## config.mk

```make
export PLATFORM = sky130hd
export DESIGN_NAME = serial2parallel_stream
export DESIGN_NICKNAME = d
export VERILOG_FILES = /design/src/rtl/s2p_pkg.sv /design/src/rtl/s2p_lane_shifter.sv /design/src/rtl/serial2parallel_stream.sv
export SDC_FILE = /design/constraint.sdc
export NUM_CORES = 1
export LEC_CHECK = 0
export CORE_AREA = 4 4 49 51
export CTS_CLUSTER_SIZE = 16
export DETAILED_ROUTE_END_ITERATION = 10
export DIE_AREA = 0 0 53 55
export PLACE_DENSITY = 0.76
export SLEW_MARGIN = 10
export SYNTH_ARGS = -nofsm -noshare
export SYNTH_HDL_FRONTEND = slang
export SYNTH_SLANG_ARGS = --single-unit
```

## constraint.sdc

```tcl
create_clock -name clk -period 1.6 [get_ports clk]
set_input_delay 0.16 -clock clk [delete_from_list [all_inputs] [get_ports clk]]
set_output_delay 0.16 -clock clk [all_outputs]
set_load 0.05 [all_outputs]
```

## src/rtl/s2p_pkg.sv

```systemverilog
// -----------------------------------------------------------------------------
// s2p_pkg
// Shared definitions for the serial2parallel_stream converter:
//   - s2p_order_e   : bit-order selector (which lane the first beat lands in)
//   - s2p_beats     : number of serial beats per output word
//   - s2p_cnt_w     : width of the beat counter, sized to hold 0..BEATS
//   - s2p_params_ok : parameter legality check used at elaboration
// -----------------------------------------------------------------------------
package s2p_pkg;

  typedef enum logic {
    S2P_LSB_FIRST = 1'b0,
    S2P_MSB_FIRST = 1'b1
  } s2p_order_e;

  function automatic int s2p_beats(input int data_w, input int lane_w);
    return (lane_w >= 1) ? (data_w / lane_w) : 1;
  endfunction

  function automatic int s2p_cnt_w(input int data_w, input int lane_w);
    int beats;
    beats = s2p_beats(data_w, lane_w);
    return (beats < 2) ? 1 : $clog2(beats + 1);
  endfunction

  function automatic bit s2p_params_ok(input int data_w, input int lane_w,
                                       input int timeout_cyc);
    return (lane_w >= 1) && (data_w >= lane_w) && ((data_w % lane_w) == 0)
           && (timeout_cyc >= 1);
  endfunction

endpackage

```

## src/rtl/s2p_lane_shifter.sv

```systemverilog
// -----------------------------------------------------------------------------
// s2p_lane_shifter
// Assembles LANE_W-bit beats into a DATA_W-bit word. Holds the shift register,
// the beat counter, flush handling and (optionally) the partial-word timeout.
//
// Build option: define S2P_TIMEOUT_EN to enable the idle timeout. Without it
// there is no idle counter and frame_err_o is constant 0.
//
// Ports:
//   clk, rst        clock / synchronous active-high reset
//   din_i           serial beat data (LANE_W bits)
//   valid_i         beat valid
//   flush_i         discard the partial word (wins over valid_i)
//   word_done_o     combinational strobe: the beat accepted this cycle
//                   completes a word
//   word_o          the word as it will look after this cycle's beat; only
//                   meaningful together with word_done_o
//   beat_cnt_o      beats collected in the current partial word
//   frame_err_o     one-cycle pulse when a partial word times out
// -----------------------------------------------------------------------------
module s2p_lane_shifter
  import s2p_pkg::*;
#(
  parameter int DATA_W      = 8,
  parameter int LANE_W      = 1,
  parameter int MSB_FIRST   = 1,
  parameter int TIMEOUT_CYC = 16
) (
  input  logic                                  clk,
  input  logic                                  rst,
  input  logic [LANE_W-1:0]                     din_i,
  input  logic                                  valid_i,
  input  logic                                  flush_i,
  output logic                                  word_done_o,
  output logic [DATA_W-1:0]                     word_o,
  output logic [s2p_cnt_w(DATA_W, LANE_W)-1:0]  beat_cnt_o,
  output logic                                  frame_err_o
);

  localparam int         BEATS     = s2p_beats(DATA_W, LANE_W);
  localparam int         CNT_W     = s2p_cnt_w(DATA_W, LANE_W);
  localparam bit         PARAMS_OK = s2p_params_ok(DATA_W, LANE_W, TIMEOUT_CYC);
  localparam s2p_order_e ORDER     = (MSB_FIRST != 0) ? S2P_MSB_FIRST : S2P_LSB_FIRST;

  generate
    if (!PARAMS_OK) begin : g_bad_params
      $error("s2p_lane_shifter: DATA_W must be a multiple of LANE_W, LANE_W >= 1, TIMEOUT_CYC >= 1");
    end
  endgenerate

  logic [DATA_W-1:0] shift_q, shift_d, shifted;
  logic [CNT_W-1:0]  cnt_q, cnt_d;
  logic              accept, last_beat, timeout;

  // With a single beat per word the incoming beat is the whole word; the
  // general slices below would be empty in that case.
  generate
    if (BEATS == 1) begin : g_single
      assign shifted = din_i;
    end else if (ORDER == S2P_MSB_FIRST) begin : g_msb
      assign shifted = {shift_q[DATA_W-LANE_W-1:0], din_i};
    end else begin : g_lsb
      assign shifted = {din_i, shift_q[DATA_W-1:LANE_W]};
    end
  endgenerate

  assign accept      = valid_i && !flush_i;
  assign last_beat   = (cnt_q == CNT_W'(BEATS - 1));
  assign word_done_o = accept && last_beat;
  assign word_o      = shifted;
  assign beat_cnt_o  = cnt_q;

`ifdef S2P_TIMEOUT_EN
  localparam int IDLE_W = (TIMEOUT_CYC < 2) ? 1 : $clog2(TIMEOUT_CYC + 1);

  logic [IDLE_W-1:0] idle_q, idle_d;
  logic              idling;
  logic              frame_err_q;

  // Idle means a partial word exists and nothing (beat or flush) touched it.
  assign idling  = (cnt_q != '0) && !valid_i && !flush_i;
  // Fire on the TIMEOUT_CYC-th consecutive idle cycle.
  assign timeout = idling && (idle_q == IDLE_W'(TIMEOUT_CYC - 1));

  always_comb begin
    idle_d = '0;
    if (idling && !timeout) begin
      idle_d = idle_q + 1'b1;
    end
  end

  always_ff @(posedge clk) begin
    if (rst) begin
      idle_q      <= '0;
      frame_err_q <= 1'b0;
    end else begin
      idle_q      <= idle_d;
      frame_err_q <= timeout;
    end
  end

  assign frame_err_o = frame_err_q;
`else
  assign timeout     = 1'b0;
  assign frame_err_o = 1'b0;
`endif

  always_comb begin
    cnt_d   = cnt_q;
    shift_d = shift_q;
    if (flush_i || timeout) begin
      cnt_d   = '0;
      shift_d = '0;
    end else if (accept) begin
      shift_d = shifted;
      cnt_d   = last_beat ? '0 : cnt_q + 1'b1;
    end
  end

  always_ff @(posedge clk) begin
    if (rst) begin
      cnt_q   <= '0;
      shift_q <= '0;
    end else begin
      cnt_q   <= cnt_d;
      shift_q <= shift_d;
    end
  end

endmodule

```

## src/rtl/serial2parallel_stream.sv

```systemverilog
// -----------------------------------------------------------------------------
// serial2parallel_stream
// Packs LANE_W-bit serial beats into DATA_W-bit words and presents each word
// in an output register under a valid/ready handshake. A word completing
// while the output register is full and not being drained is dropped and
// reported on overflow.
//
// Build option: define S2P_TIMEOUT_EN to discard partial words that sit idle
// for TIMEOUT_CYC cycles (reported on frame_err). Default: disabled.
//
// Ports:
//   clk, rst        clock / synchronous active-high reset
//   din_serial      serial beat data (LANE_W bits)
//   din_valid       beat valid; always accepted
//   flush           discard the partial word being assembled
//   dout_parallel   assembled word (holds its last value while not valid)
//   dout_valid      dout_parallel holds an unconsumed word
//   dout_ready      consumer accepts the word when dout_valid is high
//   overflow        one-cycle pulse when a completed word is dropped
//   beat_cnt        beats collected in the current partial word
//   frame_err       one-cycle partial-word timeout pulse
// -----------------------------------------------------------------------------
module serial2parallel_stream
  import s2p_pkg::*;
#(
  parameter int DATA_W      = 8,
  parameter int LANE_W      = 1,
  parameter int MSB_FIRST   = 1,
  parameter int TIMEOUT_CYC = 16
) (
  input  logic                                  clk,
  input  logic                                  rst,
  input  logic [LANE_W-1:0]                     din_serial,
  input  logic                                  din_valid,
  input  logic                                  flush,
  output logic [DATA_W-1:0]                     dout_parallel,
  output logic                                  dout_valid,
  input  logic                                  dout_ready,
  output logic                                  overflow,
  output logic [s2p_cnt_w(DATA_W, LANE_W)-1:0]  beat_cnt,
  output logic                                  frame_err
);

  logic              word_done;
  logic [DATA_W-1:0] word;

  logic [DATA_W-1:0] dout_q, dout_d;
  logic              valid_q, valid_d;
  logic              ovf_q, ovf_d;
  logic              load;

  s2p_lane_shifter #(
    .DATA_W      (DATA_W),
    .LANE_W      (LANE_W),
    .MSB_FIRST   (MSB_FIRST),
    .TIMEOUT_CYC (TIMEOUT_CYC)
  ) u_shifter (
    .clk         (clk),
    .rst         (rst),
    .din_i       (din_serial),
    .valid_i     (din_valid),
    .flush_i     (flush),
    .word_done_o (word_done),
    .word_o      (word),
    .beat_cnt_o  (beat_cnt),
    .frame_err_o (frame_err)
  );

  // The register can take a new word if it is empty or is being drained in
  // this same cycle (back-to-back: valid stays high, word is replaced).
  assign load = word_done && (!valid_q || dout_ready);

  always_comb begin
    dout_d  = dout_q;
    valid_d = valid_q;
    ovf_d   = word_done && valid_q && !dout_ready;
    if (load) begin
      dout_d  = word;
      valid_d = 1'b1;
    end else if (valid_q && dout_ready) begin
      valid_d = 1'b0;
    end
  end

  always_ff @(posedge clk) begin
    if (rst) begin
      dout_q  <= '0;
      valid_q <= 1'b0;
      ovf_q   <= 1'b0;
    end else begin
      dout_q  <= dout_d;
      valid_q <= valid_d;
      ovf_q   <= ovf_d;
    end
  end

  assign dout_parallel = dout_q;
  assign dout_valid    = valid_q;
  assign overflow      = ovf_q;

endmodule

```

==> impl_metrics.csv <==
group,metric,value,unit
global_routing,grt_start_max_net_pins,19,
clocking,cts_made_buffers,3,
global_routing,antenna_found_initial,0,
place,pre_cts_slack,-26.91,ps
timing,drv_slew,0,
synth,yosys.area.top_type,"dfxtp_1",
power,switching_share,21.80,%
place,gp_congestion,0.7309,
clocking,clkTransAtPathRegs,110,ps
setup_path,worstPathCellList,"or3b_1 -> nor3b_2 -> buf_4 -> mux2i_1",
power,sequentialPowerShare,63.3,%
clocking,clock_sinks,21,
setup_path,cpPeakStageDelay,420,ps
die,die_y,55,microns
cells_and_area,drive_gt1_share,22.64,%
setup_path,setup.worst_path.start,"u_shifter.beat_cnt_o[3]",
synth,syn_area,873.3,sq um
die,dieArea,2915,sq um
routing,wirelength,1395,microns
timing,setup_ws,189.3,ps
clocking,post-cts-setup-buffer-count,0,
timing,skew,2.998,ps
power,power.internal,0.6529,mW
global_routing,grt_pass1_vias,561,
routing,num_vias,587,
setup_path,cp.arrival,1630,ps
power,p_clk_share,29.2,%
synth,synth_seq_cells,21,
place,dpl.hpwl,1055,microns
cells_and_area,fin_nets,114,
timing,min_period,1411,ps
synth,synth_flop_cell,"dfxtp_1",
clocking,cts_tree,"built",
timing,whs,465.9,ps
synth,netlist_instances,85,
global_routing,grt_overflow_total,0,
run_status,status,"completed",
power,power_density,769.7,nW/um^2
clocking,cts_buffer_depth,2,
routing,route.detailed.drc,0,
clocking,clockRootBuffer,"clkbuf_4",
synth,syn_nets,92,
die,io_pins,21,
setup_path,end_kind,"flop",
cells_and_area,diodes,0,
routing,viasPerCell,4.414,
power,power,0.8349,mW
cells_and_area,finish.utilization,55.86,%
setup_path,critPathKind,"reg -> reg",
die,num_rows,16,
global_routing,grt_use_total,11.28,%
setup_path,critPathMaxFanout,8,
synth,ys_types,19,
timing,rsz0062_at_grt,"no",
cells_and_area,area_growth,24.21,%
routing,wl_per_cell,10.49,microns
global_routing,grt_pass1_wl,2428,microns
power,power_leakage,0.4280,nW
routing,first_iter_violations,4,
place,placed_cells,129,
power,p_switching,0.1820,mW
die,die_w,53,microns
setup_path,cp_data_required_time,1820,ps
die,initial_core_util,44.97,%
synth,ys_async_sr_fraction,0,%
clocking,ctsResizeCount,0,
power,max-vdd-ir-drop,0.5516,mV
synth,synth.avg_cell_area,10.27,sq um
cells_and_area,instances_no_fill,133,
clocking,cts_hold_buffers,0,
timing,tns,0,ps
synth,ys_top_cells_by_area,"dfxtp_1 (48%), mux2i_1 (18%), nand2b_1 (12%), nor2_1 (4.3%), xor2_1 (2.0%)",
min_path,hold_class,"in -> reg",
clocking,h-tree-depth,1,
clocking,clock_latency,290,ps
routing,first_pass_iters,4,
setup_path,critPathLaunchType,"flop",
synth,synth-edff-count,0,
place,portBuffers,19,
timing,setup_viol,0,
min_path,worstHoldStart,"din_serial",
timing,period_share,88.17,%
routing,ant_nets,0,
synth,ys_seq_area_share,48.14,%
timing,fmax,0.7089,GHz
place,post_dp_cell_area,1059,sq um
synth,yosysTopAreaCellShare,48.14,%
cells_and_area,final_cell_area,1085,sq um
setup_path,rr_startpoint,"u_shifter.beat_cnt_o[3]",
die,core_area,1942,sq um
power,pwr-share-comb,7.6,%
synth,ys_warn_count,0,
job,cap_violations,0,
setup_path,cp_slowest_cell,"or3b_1",
timing,hold_viol,0,
## path summary, 6_finish.rpt
check	cells past startpoint	slack, ps	endpoint
min	3	470	dout_parallel[0]
min reg2reg	2	480	dout_parallel[2]
max reg2reg	4	190	dout_parallel[7]
max	4	190	dout_parallel[7]
## per-layer routing
layer	share of wire (%)	routed length [microns]	vias to the layer above	track usage, %
met1	49	690	252	15.32
li1	-	-	320	-
met2	45	631	13	17.77
met5	0	0	-	0
met3	4.6	64	2	1.609
met4	0.65	9	0	5.106
## cell families (layout without fill, tap and decap cells)
kind of cell             Yosys count  in the layout  share of synthesized area, %
AND/OR/NAND/NOR                   36             36                         24.07
flip-flops                        21             21                         48.14
multiplexers                      16             16                         18.34
buffers and inverters              6             27                         4.011
XOR/XNOR                           3              3                         3.009
adder cells (fa/ha/maj)            1              1                         1.432
other                              1              1                        0.4294
AO/OA/AOI/OAI                      1              1                        0.5725
## critical path: cells and delay by family, from the launching register on
family | cells | cell delay, ps
buf+inv | 1 | 200
flops | 1 | 350
simple gates | 2 | 600
mux | 1 | 200
## sequential cells by signal (all words and copies together) (netlist names)
name / cells
dout_parallel: 8
u_shifter.shift_q: 7
overflow: 1
dout_valid: 1
u_shifter.beat_cnt_o: 4
## area by class of cell
type / instances / area [sq um]
timing repair buffer: 23 / 185.2
tap: 27 / 33.78
sequential: 21 / 421.7
multi-input combinational: 58 / 417.9
clock buffer: 4 / 26.28
fill: 187 / 857.1
## layout by cell type, fill, tap and decap left out
cell type	n
clkbuf_1	1
nor2_1	10
nor3b_2	1
dfxtp_1	20
a21oi_1	1
or3b_1	1
mux2i_1	16
nand2b_1	17
nand2_4	1
nand4_1	1
ha_1	1
nor3_1	3
xnor2_1	1
or2_1	2
dfxtp_2	1
conb_1	1
xor2_1	2
clkdlybuf4s50_1	5
clkbuf_4	3
buf_4	18
## power by group through the flow
stage          Clock (mW)  Combinational [mW]  Sequential, mW
5_1_grt             0.273              0.0677           0.529
6_report            0.243              0.0632           0.528
2_1_floorplan           0              0.0373           0.546
3_5_place_dp            0              0.0637           0.540
4_1_cts             0.257              0.0637           0.528
3_3_place_gp            0              0.0628           0.540
## cells in the mapped netlist (2+ instances only)
| cell type | instances |
|---|---|
| mux2i_1 | 16 |
| nor3_1 | 3 |
| or2_1 | 2 |
| nand2b_1 | 17 |
| xor2_1 | 2 |
| dfxtp_1 | 21 |
| clkbuf_1 | 3 |
| nor2_1 | 10 |
Power figures use the tool's default switching activity.
